[src/rtl/fir_mac_seq_if.sv]
// ============================================================================
// fir_mac_seq_if : sample/coefficient/result bundle for fir_mac_seq  (rev 1.0)
// ============================================================================
`default_nettype none

interface fir_mac_seq_if #(
  parameter int DW     = 16,
  parameter int CW     = 16,
  parameter int NTAPS  = 1021,
  parameter int NUM_CH = 2
);
  localparam int AW = $clog2(NTAPS);

  logic                   sequencing;
  logic [NUM_CH*DW-1:0]   smpl_in;
  logic [CW-1:0]          coeff;
  logic [AW-1:0]          coeff_addr;
  logic [NUM_CH*DW-1:0]   smpl_out;
  logic                   out_vld;
  logic                   busy;
  logic                   err_short;
  logic                   err_ovr;

  modport master (
    output sequencing, smpl_in, coeff,
    input  coeff_addr, smpl_out, out_vld, busy, err_short, err_ovr
  );

  modport slave (
    input  sequencing, smpl_in, coeff,
    output coeff_addr, smpl_out, out_vld, busy, err_short, err_ovr
  );
endinterface

`default_nettype wire

[src/rtl/fir_mac_seq.sv]
// ============================================================================
// fir_mac_seq : multi-channel sequenced FIR MAC with saturation   (rev 1.0)
// ============================================================================
`default_nettype none

module fir_mac_seq #(
  parameter int DW     = 16,
  parameter int CW     = 16,
  parameter int NTAPS  = 1021,
  parameter int NUM_CH = 2
) (
  input  logic           clk,
  input  logic           rst,
  fir_mac_seq_if.slave   bus
);
  localparam int AW   = $clog2(NTAPS);
  localparam int PW   = DW + CW;
  localparam int ACCW = DW + CW + $clog2(NTAPS);

  localparam logic [AW-1:0] K_LAST = AW'(NTAPS - 1);
  localparam logic [AW-1:0] K_PEN  = AW'(NTAPS - 2);

  localparam logic signed [ACCW-1:0] SMAX = {{(ACCW-DW+1){1'b0}}, {(DW-1){1'b1}}};
  localparam logic signed [ACCW-1:0] SMIN = {{(ACCW-DW+1){1'b1}}, {(DW-1){1'b0}}};
  localparam logic [DW-1:0]          OMAX = {1'b0, {(DW-1){1'b1}}};
  localparam logic [DW-1:0]          OMIN = {1'b1, {(DW-1){1'b0}}};

  typedef enum logic [1:0] {
    S_IDLE  = 2'd0,
    S_ACCUM = 2'd1,
    S_DONE  = 2'd2,
    S_HOLD  = 2'd3
  } state_t;

  state_t                 state;
  logic [AW-1:0]          k;
  logic [AW-1:0]          addr;
  logic signed [ACCW-1:0] acc     [NUM_CH];
  logic signed [ACCW-1:0] acc_nxt [NUM_CH];
  logic [NUM_CH*DW-1:0]   sat_all;
  logic [NUM_CH*DW-1:0]   out_q;
  logic                   vld_q;
  logic                   busy_q;
  logic                   short_q;
  logic                   ovr_q;

  // The result register loads from acc_nxt so the last tap lands in the same edge.
  generate
    for (genvar c = 0; c < NUM_CH; c++) begin : g_ch
      logic signed [PW-1:0]   prod;
      logic signed [ACCW-1:0] shifted;

      assign prod       = $signed(bus.coeff) * $signed(bus.smpl_in[c*DW +: DW]);
      assign acc_nxt[c] = acc[c] + {{(ACCW-PW){prod[PW-1]}}, prod};
      assign shifted    = acc_nxt[c] >>> (CW - 1);
      assign sat_all[c*DW +: DW] = (shifted > SMAX) ? OMAX :
                                   (shifted < SMIN) ? OMIN : shifted[DW-1:0];
    end
  endgenerate

  always_ff @(posedge clk) begin
    if (rst) begin
      state   <= S_IDLE;
      k       <= '0;
      addr    <= '0;
      out_q   <= '0;
      vld_q   <= 1'b0;
      busy_q  <= 1'b0;
      short_q <= 1'b0;
      ovr_q   <= 1'b0;
      for (int c = 0; c < NUM_CH; c++) acc[c] <= '0;
    end else begin
      vld_q   <= 1'b0;
      short_q <= 1'b0;
      ovr_q   <= 1'b0;
      case (state)
        S_IDLE: begin
          addr   <= '0;
          busy_q <= 1'b0;
          if (bus.sequencing) begin
            for (int c = 0; c < NUM_CH; c++) acc[c] <= '0;
            k      <= '0;
            // ROM[0] is already being fetched; prefetch the next tap.
            addr   <= AW'(1);
            busy_q <= 1'b1;
            state  <= S_ACCUM;
          end
        end
        S_ACCUM: begin
          if (bus.sequencing) begin
            for (int c = 0; c < NUM_CH; c++) acc[c] <= acc_nxt[c];
            if (k == K_LAST) begin
              addr  <= '0;
              out_q <= sat_all;
              vld_q <= 1'b1;
              state <= S_DONE;
            end else begin
              k    <= k + AW'(1);
              addr <= (k == K_PEN) ? '0 : k + AW'(2);
            end
          end else begin
            addr    <= '0;
            short_q <= 1'b1;
            busy_q  <= 1'b0;
            state   <= S_IDLE;
          end
        end
        S_DONE: begin
          busy_q <= 1'b0;
          if (bus.sequencing) begin
            ovr_q <= 1'b1;
            state <= S_HOLD;
          end else begin
            state <= S_IDLE;
          end
        end
        S_HOLD: begin
          if (!bus.sequencing) state <= S_IDLE;
        end
        default: state <= S_IDLE;
      endcase
    end
  end

  assign bus.coeff_addr = addr;
  assign bus.smpl_out   = out_q;
  assign bus.out_vld    = vld_q;
  assign bus.busy       = busy_q;
  assign bus.err_short  = short_q;
  assign bus.err_ovr    = ovr_q;

endmodule

`default_nettype wire

[src/flat_wrapper.sv]
// flat-port wrapper written by rule: the top's interface ports become plain ports
module fir_mac_seq_flat 
#(
  parameter int DW     = 16,
  parameter int CW     = 16,
  parameter int NTAPS  = 1021,
  parameter int NUM_CH = 2
)
  (clk, rst, bus_sequencing, bus_smpl_in, bus_coeff, bus_coeff_addr, bus_smpl_out, bus_out_vld, bus_busy, bus_err_short, bus_err_ovr);
  fir_mac_seq_if #(.DW(DW), .CW(CW), .NTAPS(NTAPS), .NUM_CH(NUM_CH)) bus_i ();
  input  logic clk;
  input  logic rst;
  input wire logic [$bits(bus_i.sequencing)-1:0] bus_sequencing;
  input wire logic [$bits(bus_i.smpl_in)-1:0] bus_smpl_in;
  input wire logic [$bits(bus_i.coeff)-1:0] bus_coeff;
  output wire logic [$bits(bus_i.coeff_addr)-1:0] bus_coeff_addr;
  output wire logic [$bits(bus_i.smpl_out)-1:0] bus_smpl_out;
  output wire logic [$bits(bus_i.out_vld)-1:0] bus_out_vld;
  output wire logic [$bits(bus_i.busy)-1:0] bus_busy;
  output wire logic [$bits(bus_i.err_short)-1:0] bus_err_short;
  output wire logic [$bits(bus_i.err_ovr)-1:0] bus_err_ovr;
  assign bus_i.sequencing = bus_sequencing;
  assign bus_i.smpl_in = bus_smpl_in;
  assign bus_i.coeff = bus_coeff;
  assign bus_coeff_addr = bus_i.coeff_addr;
  assign bus_smpl_out = bus_i.smpl_out;
  assign bus_out_vld = bus_i.out_vld;
  assign bus_busy = bus_i.busy;
  assign bus_err_short = bus_i.err_short;
  assign bus_err_ovr = bus_i.err_ovr;
  fir_mac_seq #(.DW(DW), .CW(CW), .NTAPS(NTAPS), .NUM_CH(NUM_CH)) u_core (.clk(clk), .rst(rst), .bus(bus_i));
endmodule
[config.mk]
export PLATFORM = sky130hd
export DESIGN_NAME = fir_mac_seq_flat
export DESIGN_NICKNAME = d
export VERILOG_FILES = /design/src/rtl/fir_mac_seq_if.sv /design/src/rtl/fir_mac_seq.sv /design/src/flat_wrapper.sv
export SDC_FILE = /design/constraint.sdc
export NUM_CORES = 2
export LEC_CHECK = 0
export CORE_AREA = 2 2 235 237
export DETAILED_ROUTE_END_ITERATION = 12
export DIE_AREA = 0 0 237 239
export MAX_ROUTING_LAYER = met4
export PLACE_DENSITY = 0.79
export SLEW_MARGIN = 30
export SYNTH_ARGS = -nofsm -noshare
export SYNTH_HDL_FRONTEND = slang
export SYNTH_SLANG_ARGS = --single-unit
[constraint.sdc]
create_clock -name clk -period 14.1 [get_ports clk]
set_clock_uncertainty 0.15 [all_clocks]
set_input_delay 1.41 -clock clk [delete_from_list [all_inputs] [get_ports clk]]
set_output_delay 1.41 -clock clk [all_outputs]
set_load 0.02 [all_outputs]
# After elaboration in Yosys (flattened, before gate mapping)
# Memory sizes are Yosys's and may differ from the RTL's.
# Index checks and enable logic that the tools add are counted.
dict set report word_totals {
  regBits 58
  ramBits 84
  out_inout_bits 46
  word_cells 83
  n_memories 1
}
# memory words width rd rd_ports_with_merged_regs wr line_no
set memory_table {}
lappend memory_table {u_core.acc 2 42 2 0 2 fir_mac_seq.sv:38} ;# logic signed [ACCW-1:0] acc [NUM_CH];
dict set report op_classes {
  add_sub_neg 4
  n_mul 2
  magnitude_cmp 4
  n_eq_ne 11
  mux 36
  bitwise 7
  reduce_logical 10
}
# cell count
set op_table {}
lappend op_table {{$mux 42} 4}
lappend op_table {{$add 42x42->42} 2}
lappend op_table {{$mul 16x16->32} 2}
lappend op_table {{$mux 16} 4}
lappend op_table {{$mux 10} 6}
lappend op_table {{$gt 27x16->1 const B} 2}
lappend op_table {{$lt 27x16->1 const B} 2}
lappend op_table {{$pmux 10 s2} 2}
lappend op_table {{$eq 10x10->1 const B} 2}
lappend op_table {{$mux 1} 13}
lappend op_table {{$add 10x1->10 const B} 1}
lappend op_table {{$add 10x2->10 const B} 1}
lappend op_table {{$mux 2} 5}
lappend op_table {{$ne 2x2->1 const B} 5}
lappend op_table {{$pmux 2 s4} 1}
lappend op_table {{$reduce_and 3->1} 2}
lappend op_table {{$eq 2x2->1 const B} 2}
lappend op_table {{$or 1x1->1} 4}
lappend op_table {{$reduce_and 4->1} 1}
lappend op_table {{$reduce_or 2->1} 2}
lappend op_table {{$ne 3x2->1 const B} 1}
lappend op_table {{$not 1->1} 3}
lappend op_table {{$pmux 1 s3} 1}
lappend op_table {{$reduce_bool 3->1} 1}
lappend op_table {{5 further kinds} 5}

# Logic depth before layout (Yosys ltp)
dict set report logic_depth {
  ltp_word 6
  depth_mapped 40
  ltp_nobuf 38
}

# Least setup slack after synthesis
# OpenSTA, ideal clock, no wires.
dict set report synth_timing {
  path_kind {input-to-reg}
  start {input bus_smpl_in[17]}
  end {register u_core.out_q[28], in the netlist u_core.bus.smpl_out[28]}
  setup_ns 0.146
  t_arrival_ns 10.300
  required_time_ns 13.804
  setup_slack_ns 3.504
  stages 35
  cell_sequence {clkbuf_1 > nand2_1 > fa_1 > fa_1 > fa_1 > inv_1 > fa_1 > fa_1 > inv_1 > fa_1 > inv_1 > ha_1 > a21o_1 > a21o_1 > a21oi_1 > o21ai_0 > a21o_1 > o21ai_1 > nor2_1 > o211a_1 > o22ai_1 > ha_1 > a21o_1 > a21o_1 > a21o_1 > a21o_1 > a21oi_1 > inv_1 > or3_1 > a21oi_1 > nand4_1 > or4b_1 > o32ai_4 > buf_4 > a211oi_1}
}
dict set report synth_via {
  elab_chain_len 5
  elab_cells_between_ends 6
  classes_between {1 x add/sub; 1 x mul; 2 x order compare; 2 x mux}
}
# element line_no
set synth_rtl {}
lappend synth_rtl {{start: declaration} flat_wrapper.sv:14} ;# input wire logic [$bits(bus_i.smpl_in)-1:0] bus_smpl_in;
lappend synth_rtl {{$mul 16x16->32 (*)} fir_mac_seq.sv:53} ;# assign prod = $signed(bus.coeff) * $signed(bus.smpl_in[c*DW +: DW]);
lappend synth_rtl {{$add 42x42->42 (*)} fir_mac_seq.sv:54} ;# assign acc_nxt[c] = acc[c] + {{(ACCW-PW){prod[PW-1]}}, prod};
lappend synth_rtl {{$lt 27x16->1} fir_mac_seq.sv:57} ;# (shifted < SMIN) ? OMIN : shifted[DW-1:0];
lappend synth_rtl {{$mux 16} fir_mac_seq.sv:57}
lappend synth_rtl {{$mux 16 (*)} fir_mac_seq.sv:56} ;# assign sat_all[c*DW +: DW] = (shifted > SMAX) ? OMAX :
lappend synth_rtl {{end signal: assignment} fir_mac_seq.sv:94} ;# out_q <= sat_all;
lappend synth_rtl {{end: declaration} fir_mac_seq.sv:41} ;# logic [NUM_CH*DW-1:0] out_q;
# Mark *: on every way between the ends. The rest lies on a longest branch, timed or not.
# A chain may end at the register's enable or synchronous reset.

# Worst setup path in the final report
dict set report layout_timing {
  start {input bus_coeff[6]}
  end {register u_core.out_q[16], in the netlist u_core.bus.smpl_out[16]}
}
dict set report layout_via {
  elab_chain_len 5
  elab_cells_between_ends 6
  classes_between {1 x add/sub; 1 x mul; 2 x order compare; 2 x mux}
}
# element line_no
set layout_rtl {}
lappend layout_rtl {{start: declaration} flat_wrapper.sv:15} ;# input wire logic [$bits(bus_i.coeff)-1:0] bus_coeff;
lappend layout_rtl {{$mul 16x16->32 (*)} fir_mac_seq.sv:53}
lappend layout_rtl {{$add 42x42->42 (*)} fir_mac_seq.sv:54}
lappend layout_rtl {{$lt 27x16->1} fir_mac_seq.sv:57}
lappend layout_rtl {{$mux 16} fir_mac_seq.sv:57}
lappend layout_rtl {{$mux 16 (*)} fir_mac_seq.sv:56}
# Marks and branches as above.

==> summary.md <==
| Metric | Value |
|---|---|
| TritonCTS buffer count | `17` |
| Final Cycle Share | `84.22%` |
| Post-synth ARST share | `0%` |
| Dpl hpwl | `53170 um` |
| Grt peak-use layer | `met2` |
| Setup crit end kind | `flop` |
| Finished Core Util | `57.93%` |
| Met2 usage | `between 30 and 40%` |
| Synth-to-Final Area Change | `7.228%` |
| Count of different cell masters after synthesis | `75` |
| Die X | `237 um` |
| GPL Wtd Cong | `0.9105` |
| Final instance area | `0.03148 sq mm` |
| Clock latency on the worst-skew pair | `between 400 and 500 ps` |
| CTS-repair resized insts | `0` |
| Placed Area | `0.03093 sq mm` |
| Final net count | `4097` |
| Max-Cap Viols | `0` |
| Syn_nets | `4078` |
| Top cells by area, synth | `fa_1, ha_1, edfxtp_1, inv_1, and2_1` |
| GR Util All Layers | `approximately a quarter` |
| Fraction of layout cells with a size suffix above 1 | `2.746%` |
| Max stage delay on crit path | `around 740 ps` |
| Max frequency | `approximately 0.084 GHz` |
| Mapped cell area | `0.02936 sq mm` |
| WP buf/inv | `5` |
| Post-layout minimum cycle time | `11880 ps` |
| Area occupied by multi-input gates | `0.02294 sq mm` |
| Initial antenna violation count | `0` |
| DRT antenna net count | `0` |
| Slew HR | `roughly 44%` |
| Starting DRT DRC Count | `roughly 1.3k` |
| Most frequent cells after synthesis | `inv_1, fa_1, nand2_1` |
| CP dominant cell by count | `fa_1` |
| Finished Layout Cells | `between 3k and 4k` |
| DR pass1 iterations | `7` |
| Setup_tns | `0 ps` |
| Max H-tree Level | `4` |
| CTS Sinks | `142` |
| Count leader, synth | `inv_1` |
| Req. time, crit path | `14240 ps` |
| Port Buf Inserts | `96` |
| Crit Path Category | `in -> reg` |
| Clk buf depth | `2` |
| Sequential-to-total area share from yosys stat | `between 10 and 15%` |
| Hold WC Path Type | `reg -> reg` |
| Post-Synthesis Cells | `about 3.2k` |
| Residual DRC | `0` |
| Top Ports | `97` |
| Root buf cell | `clkbuf_16` |
| Status | `finished clean` |
| Hold Vio Cnt, Final | `0` |
| Placed cells | `roughly 3.9k` |
| Fin. max-slew vios | `0` |
| Register Area | `between 0.003 and 0.004 sq mm` |
| Antenna diode count | `0` |
| CP Max Fanout | `17` |
| # fillers | `4685` |
| Synth warn | `0` |
| Core Area | `0.05434 sq mm` |
| Leading area contributor after synthesis | `fa_1` |
| Routed wire length | `66160 um` |
| CTS tree | `done` |
| Final setup viols | `0` |
| Startpoint Class | `input port` |
| EDFF count, synth | `84` |
| Die Y | `239 um` |
| Cell family with most CP delay | `adder cells` |
| Met1 usage | `35.39%` |
| Worst Max-Slew Pin Slew | `832.2 ps` |
| Vias | `about 22k` |
| Top-area cell type share of the netlist area | `35.87%` |
| Most used DFF post-synth | `edfxtp_1` |
| Vias in the first global route | `22.63k` |
| # rows | `86` |
| CP max stage cell | `clkdlybuf4s50_1` |
| Crit path DAT | `12010 ps` |
| M3 GR Usage | `between 3 and 4%` |
| Clock-pin slew on the worst setup and hold paths | `roughly 60 ps` |
| WL per Instance | `16.62 um` |
| Largest net degree at the start of global routing | `82` |
| Unrepaired setup endpoints after global routing | `false` |
| Hold_buf cts | `0` |
| Avg Cell Area, Syn | `9.047 sq um` |
| Vias per cell | `5.500` |
| Die footprint | `0.05664 sq mm` |
| Initial Util | `54.03%` |
| FF+latch count, synth | `approximately 140` |
| Post CTS Setup Buffer Count | `0` |
| GR Overflow Total | `0` |
| First-pass GRT wire length | `113300 um` |
==> metrics by stage <==
| step | worst slack, ps | hold WS [ps] |
|---|---|---|
| after global placement | 1836 | 287.7 |
| after floorplan | 3504 | 329.1 |
| after CTS | 2109 | 321.5 |
| after global routing | 1455 | 332.1 |
| after detailed placement | 1683 | 298.2 |
| final | 2225 | 314.2 |
==> tightest hold or removal path, delay by kind of cell (launching register included) <==
kind | cells | cell delay, ps
flip-flops | 1 | 330
AO/OA/AOI/OAI | 1 | 60
AND/OR/NAND/NOR | 1 | 50
==> registers in the layout, indices dropped and copies added (netlist names) <==
| name | flops |
|---|---|
| u_core.acc | 84 |
| u_core.bus.err_ovr | 1 |
| u_core.bus.out_vld | 1 |
| u_core.bus.smpl_out | 32 |
| u_core.k | 10 |
| u_core.bus.err_short | 1 |
| u_core.state | 2 |
| u_core.bus.coeff_addr | 10 |
| u_core.bus.busy | 1 |
==> per-layer routing <==
layer	part of all wire, %	routed length, um
met4	1.2	815
met2	46	30750
met5	0	0
met3	6.9	4578
met1	45	30020
==> placed cells by master, fill, tap and decap left out, drive strengths merged, types with 29 or more instances in the layout <==
cell / n
a21oi: 125
o21bai: 30
xor2: 47
and2: 257
clkdlybuf4s50: 92
o21ai: 89
o21a: 30
nand2: 350
nor3: 29
nor2: 203
dfxtp: 58
a211oi: 36
a21o: 46
fa: 526
xnor2: 104
ha: 256
inv: 617
edfxtp: 84
==> cell type report <==
type | count | share of cell area (%)
clock buffer | 20 | 1.486
clock inverter | 12 | 0.3021
inverter | 609 | 7.262
multi-input combinational | 2374 | 72.88
sequential | 142 | 11.70
tap | 704 | 2.798
timing repair buffer | 120 | 3.573
==> cells by family after synthesis <==
| kind of cell | synth area share, % |
|---|---|
| xor+xnor | 4.645 |
| compound gates | 10.19 |
| simple gates | 16.37 |
| fa+ha+maj | 46.78 |
| mux | 0.1023 |
| buf+inv | 9.368 |
| flops | 12.55 |
==> path summary, 6_finish.rpt <==
kind	startpoint	to	slack [ps]	depth (start not counted)
setup / recovery	bus_coeff[6]	u_core.bus.smpl_out[16]$_SDFFE_PP0P_	2220	37
hold / removal	u_core.bus.coeff_addr[5]$_SDFFE_PP0P_	u_core.bus.coeff_addr[5]$_SDFFE_PP0P_	310	2
setup reg to reg	u_core.acc[0][42]$_SDFFCE_PN0P_	u_core.bus.smpl_out[16]$_SDFFE_PP0P_	8950	13
hold reg to reg	u_core.bus.coeff_addr[5]$_SDFFE_PP0P_	u_core.bus.coeff_addr[5]$_SDFFE_PP0P_	310	2
Power is not shown: default switching activity piles up to over one toggle a cycle in this logic, so the estimate is an artifact.
